<file path="config.mk">
export PLATFORM = sky130hd
export DESIGN_NAME = data_mem_responder
export DESIGN_NICKNAME = d
export VERILOG_FILES = /design/src/rtl/data_mem_responder.sv
export SDC_FILE = /design/constraint.sdc
export NUM_CORES = 2
export LEC_CHECK = 0
export ABC_AREA = 1
export CAP_MARGIN = 0
export CORE_MARGIN = 2
export CORE_UTILIZATION = 45
export CTS_CLUSTER_SIZE = 30
export DETAILED_ROUTE_END_ITERATION = 12
export GPL_ROUTABILITY_DRIVEN = 0
export SLEW_MARGIN = 30
export SYNTH_ARGS = -nofsm -noshare
export SYNTH_HDL_FRONTEND = slang
export SYNTH_SLANG_ARGS = --single-unit
</file>
<file path="constraint.sdc">
create_clock -name clk -period 8.3 [get_ports clk]
set_input_delay 2.075 -clock clk [delete_from_list [all_inputs] [get_ports clk]]
set_output_delay 2.075 -clock clk [all_outputs]
set_load 0.005 [all_outputs]
</file>
<file path="src/rtl/data_mem_responder.sv">
// rtl/data_mem_responder.sv - multi-cycle data-memory responder with pipeline stall
module data_mem_responder #(
  parameter int DEPTH_WORDS = 64,
  parameter int LATENCY     = 2,
  parameter int TEST_ADDR   = 0
) (
  input  logic        clk,
  input  logic        reset,
  input  logic [31:0] req_addr,
  input  logic [31:0] req_wdata,
  input  logic        req_we,
  input  logic        req_re,
  output logic        stall,
  output logic [31:0] rd_data,
  output logic        rd_valid,
  output logic        misalign_err,
  output logic [15:0] test_value
);

  localparam int            AW       = $clog2(DEPTH_WORDS);
  localparam bit            ZERO_LAT = (LATENCY == 0);
  localparam logic [3:0]    CNT_INIT = (LATENCY > 0) ? 4'(LATENCY - 1) : 4'd0;
  localparam logic [AW-1:0] TEST_IDX = AW'((TEST_ADDR / 4) % DEPTH_WORDS);

  typedef enum logic [1:0] {
    S_IDLE,
    S_BUSY,
    S_DONE
  } state_t;

  state_t        state;
  logic [3:0]    cnt;
  logic [31:0]   cap_addr;
  logic [31:0]   cap_wdata;
  logic          cap_we;
  logic [31:0]   mem [DEPTH_WORDS];

  logic          req;
  logic          do_access;
  logic          acc_we;
  logic [31:0]   acc_addr;
  logic [31:0]   acc_wdata;
  logic [AW-1:0] acc_idx;
  logic          acc_mis;
  logic          unused_addr_hi;

  assign req   = req_we | req_re;
  assign stall = ((state == S_IDLE) && req) || (state == S_BUSY);

  // Select the access operands: with zero latency the access happens on the
  // same edge that accepts the request, so the live inputs are used.
  always_comb begin
    acc_addr  = cap_addr;
    acc_wdata = cap_wdata;
    acc_we    = cap_we;
    do_access = 1'b0;
    if (state == S_IDLE) begin
      acc_addr  = req_addr;
      acc_wdata = req_wdata;
      acc_we    = req_we;
      do_access = req && ZERO_LAT;
    end else if (state == S_BUSY) begin
      do_access = (cnt == 4'd0);
    end
  end

  assign acc_idx        = acc_addr[AW+1:2];
  assign acc_mis        = |acc_addr[1:0];
  assign unused_addr_hi = ^acc_addr[31:AW+2];
  assign test_value     = mem[TEST_IDX][15:0];

  // Sequencer: accept a request in IDLE, count wait cycles, pulse completion.
  always_ff @(posedge clk) begin
    if (reset) begin
      state        <= S_IDLE;
      cnt          <= 4'd0;
      cap_addr     <= '0;
      cap_wdata    <= '0;
      cap_we       <= 1'b0;
      rd_data      <= '0;
      rd_valid     <= 1'b0;
      misalign_err <= 1'b0;
    end else begin
      rd_valid     <= 1'b0;
      misalign_err <= 1'b0;
      case (state)
        S_IDLE: begin
          if (req) begin
            cap_addr  <= req_addr;
            cap_wdata <= req_wdata;
            cap_we    <= req_we;
            if (ZERO_LAT) begin
              state <= S_DONE;
            end else begin
              state <= S_BUSY;
              cnt   <= CNT_INIT;
            end
          end
        end
        S_BUSY: begin
          if (cnt == 4'd0) state <= S_DONE;
          else             cnt   <= cnt - 4'd1;
        end
        S_DONE:  state <= S_IDLE;
        default: state <= S_IDLE;
      endcase
      if (do_access) begin
        rd_valid     <= 1'b1;
        misalign_err <= acc_mis;
        if (acc_mis)      rd_data <= '0;
        else if (!acc_we) rd_data <= mem[acc_idx];
      end
    end
  end

  // Storage array: cleared on reset, written only by aligned stores.
  always_ff @(posedge clk) begin
    if (reset) begin
      for (int i = 0; i < DEPTH_WORDS; i++) mem[i] <= '0;
    end else if (do_access && acc_we && !acc_mis) begin
      mem[acc_idx] <= acc_wdata;
    end
  end

endmodule

</file>
==> run_results.csv <==
group,metric,value,unit
final_layout,final_common_cell,"nand2_1",
global_routing,grt_pass1_wl,477000,microns
sta,tightest_slew,1.09,ns
worst_setup_path,critPathMaxFanout,80,
clocking,cts_sinks,2129,
global_routing,grt_max_degree,206,
detailed_routing,vias,75800,
place,dp_hpwl,188000,microns
final_layout,mostFrequentLayoutCells,"3890 x nand2_1, 2151 x nor2_1, 2048 x edfxtp_1",
clocking,clk_latency,0.87,ns
clocking,clk_path_buf_depth,3,
die,placementRows,172,
logic_synthesis,syn-num-nets,11300,
logic_synthesis,synth.distinct_cells,29,
clocking,htreeDepth,4,
die,ios,119,
detailed_routing,drt_wl_total,328000,microns
power,irDropWorstVdd,248,uV
final_layout,syn2layout_area_growth,11.0,%
clocking,cts_hold_repair.buffers,0,
sta,slew_headroom,0.268,
detailed_routing,vias_per_cell,5.42,
clocking,cts_root_buffer,"clkbuf_16",
global_routing,grt_antenna_before_repair,6,
sta,hold_viol,0,
logic_synthesis,synth_area_per_cell,8.86,sq um
final_layout,nets,11000,
worst_setup_path,critPathSlowestCell,"buf_4",
detailed_routing,route.detailed.drc,0,
sta,rsz0062_at_grt,"false",
detailed_routing,dr.first_iter.drc_count,9266,
logic_synthesis,ys_seq_area_frac,0.636,
clocking,postCtsSetupBuffers,0,
worst_hold_path,hp-class,"reg -> reg",
worst_setup_path,cpPeakStageDelay,0.64,ns
final_layout,drive_gt1_frac,0.0564,
worst_setup_path,crit_type,"in -> out",
final_layout,fill_cells,20100,
logic_synthesis,syn-cell-area,99300,sq um
detailed_routing,ant_nets,0,
logic_synthesis,synth-seq-cells,2129,
global_routing,grt_overflow,0,
run_status,status,"complete, no violations",
worst_setup_path,cp.arrival,3.99,ns
detailed_routing,wl_per_cell,23.4,microns
die,start_util,0.452,
worst_setup_path,cp_common_cell,"clkdlybuf4s50_1",
die,die_area,224000,sq um
clocking,cts_made_buffers,218,
logic_synthesis,syn_inst,11200,
global_routing,grt_pass1_vias,70300,
die,die_height,474,microns
power,powerDensity,260,nW/um^2
die,die_w,474,microns
worst_setup_path,end_kind,"output port",
sta,final.period_utilization,0.730,
worst_setup_path,crit_chain,"clkdlybuf4s50_1 -> o21ai_4 -> buf_4 -> nand2_1 -> clkdlybuf4s50_1",
sta,tns,0,ns
detailed_routing,first_pass_iters,6,
worst_setup_path,cp-start-kind,"primary input",
clocking,cts-resized-gates,0,
sta,fmax,165,MHz
place,io_buffers,94,
sta,final.setup_skew,0.0249,ns
final_layout,final_util,0.502,
sta,fin_crit,6.06,ns
clocking,clkTransAtPathRegs,0.06,ns
job,drv_cap,0,
sta,maxSlewViolCount,0,
power,total_leakage_power,47.4,nW
die,coreArea,220000,sq um
worst_setup_path,required,6.23,ns
clocking,cts_tree,"done",
global_routing,grt.total_usage,0.290,
logic_synthesis,ys_warn_count,0,
sta,setup_viol,0,
cell usage after synthesis (all sizes together):
| cell | count | area, sq um |
|---|---|---|
| a21oi | 126 | 631 |
| and2 | 1 | 6.26 |
| and3 | 1 | 6.26 |
| buf | 129 | 622 |
| clkbuf | 729 | 2740 |
| clkinv | 4 | 15.0 |
| dfxtp | 81 | 1620 |
| edfxtp | 2048 | 61500 |
| ha | 1 | 12.5 |
| inv | 925 | 3470 |
| nand2 | 3905 | 14700 |
| nand3 | 721 | 3610 |
| nand3b | 97 | 728 |
| nand4 | 25 | 156 |
| nor2 | 2158 | 8100 |
| nor3 | 10 | 90.1 |
| nor4 | 5 | 91.3 |
| o21ai | 243 | 1230 |
| o22ai | 1 | 6.26 |
| o31ai | 1 | 7.51 |
| or2 | 1 | 6.26 |
state kept, by name, indices dropped and copies added (netlist names):
signal        cells
state             2
cnt               4
rd_data          32
mem            2048
cap_we            1
misalign_err      1
rd_valid          1
cap_wdata        32
cap_addr          8
per-layer routing:
metal  vias up  track usage  wire [microns]
met3       594       0.0610           34000
met1     36600        0.394          131000
met2      3699        0.445          147000
met4         0        0.132           16300
met5         -            0               0
li1      34900            -               -
where the power goes:
part | internal (mW) | switching (mW)
registers | 12.1 | 0.117
clock network | 5.34 | 4.25
logic | 1.38 | 5.46
critical path, delay by kind of cell:
kind / cells / cell delay, ns
AOI/OAI and AO/OA: 1 / 0.15
buffers and inverters: 3 / 1.61
and+or+nand+nor: 1 / 0.14
area by class of cell:
type	count	area, sq um	area share
diodes	3	7.51	0.0000681
clock buffers	278	5830	0.0528
clock inverters	125	1010	0.00920
inverters	929	3490	0.0316
multi-input cells	7296	29900	0.271
flip-flops and latches	2129	63100	0.572
well taps	2871	3590	0.0326
repair buffers	356	3350	0.0304
logic make-up after synthesis:
kind of cell,synth area share
buffers and inverters,0.0689
AO/OA/AOI/OAI,0.0188
flip-flops,0.636
AND/OR/NAND/NOR,0.276
adder cells (fa/ha/maj),0.000126
path summary, 6_finish.rpt:
check        cells after the start  slack (ns)                        end                       from
max                              5        2.24                      stall                     req_we
min                              2        0.45  cap_wdata[2]$_SDFFE_PP0P_  cap_wdata[2]$_SDFFE_PP0P_
max reg2reg                     12        2.92    rd_data[7]$_SDFFE_PP0P_      state[1]$_SDFFE_PP0P_
min reg2reg                      2        0.45  cap_wdata[2]$_SDFFE_PP0P_  cap_wdata[2]$_SDFFE_PP0P_
per-stage QoR:
step           area (sq um)  setup slack (ns)  power [mW]  instances  hold WS, ns
5_1_grt              110000              2.10        29.6      14000        0.477
3_3_place_gp         103000              1.16        19.0      13600        0.439
3_5_place_dp         103000              1.61        19.1      13600        0.444
6_report             110000              2.24        28.7      14000        0.451
2_1_floorplan         99300              3.20        16.1      11200        0.425
4_1_cts              110000              2.23        28.6      14000        0.453
No activity file was read; power rests on OpenSTA's default activity.
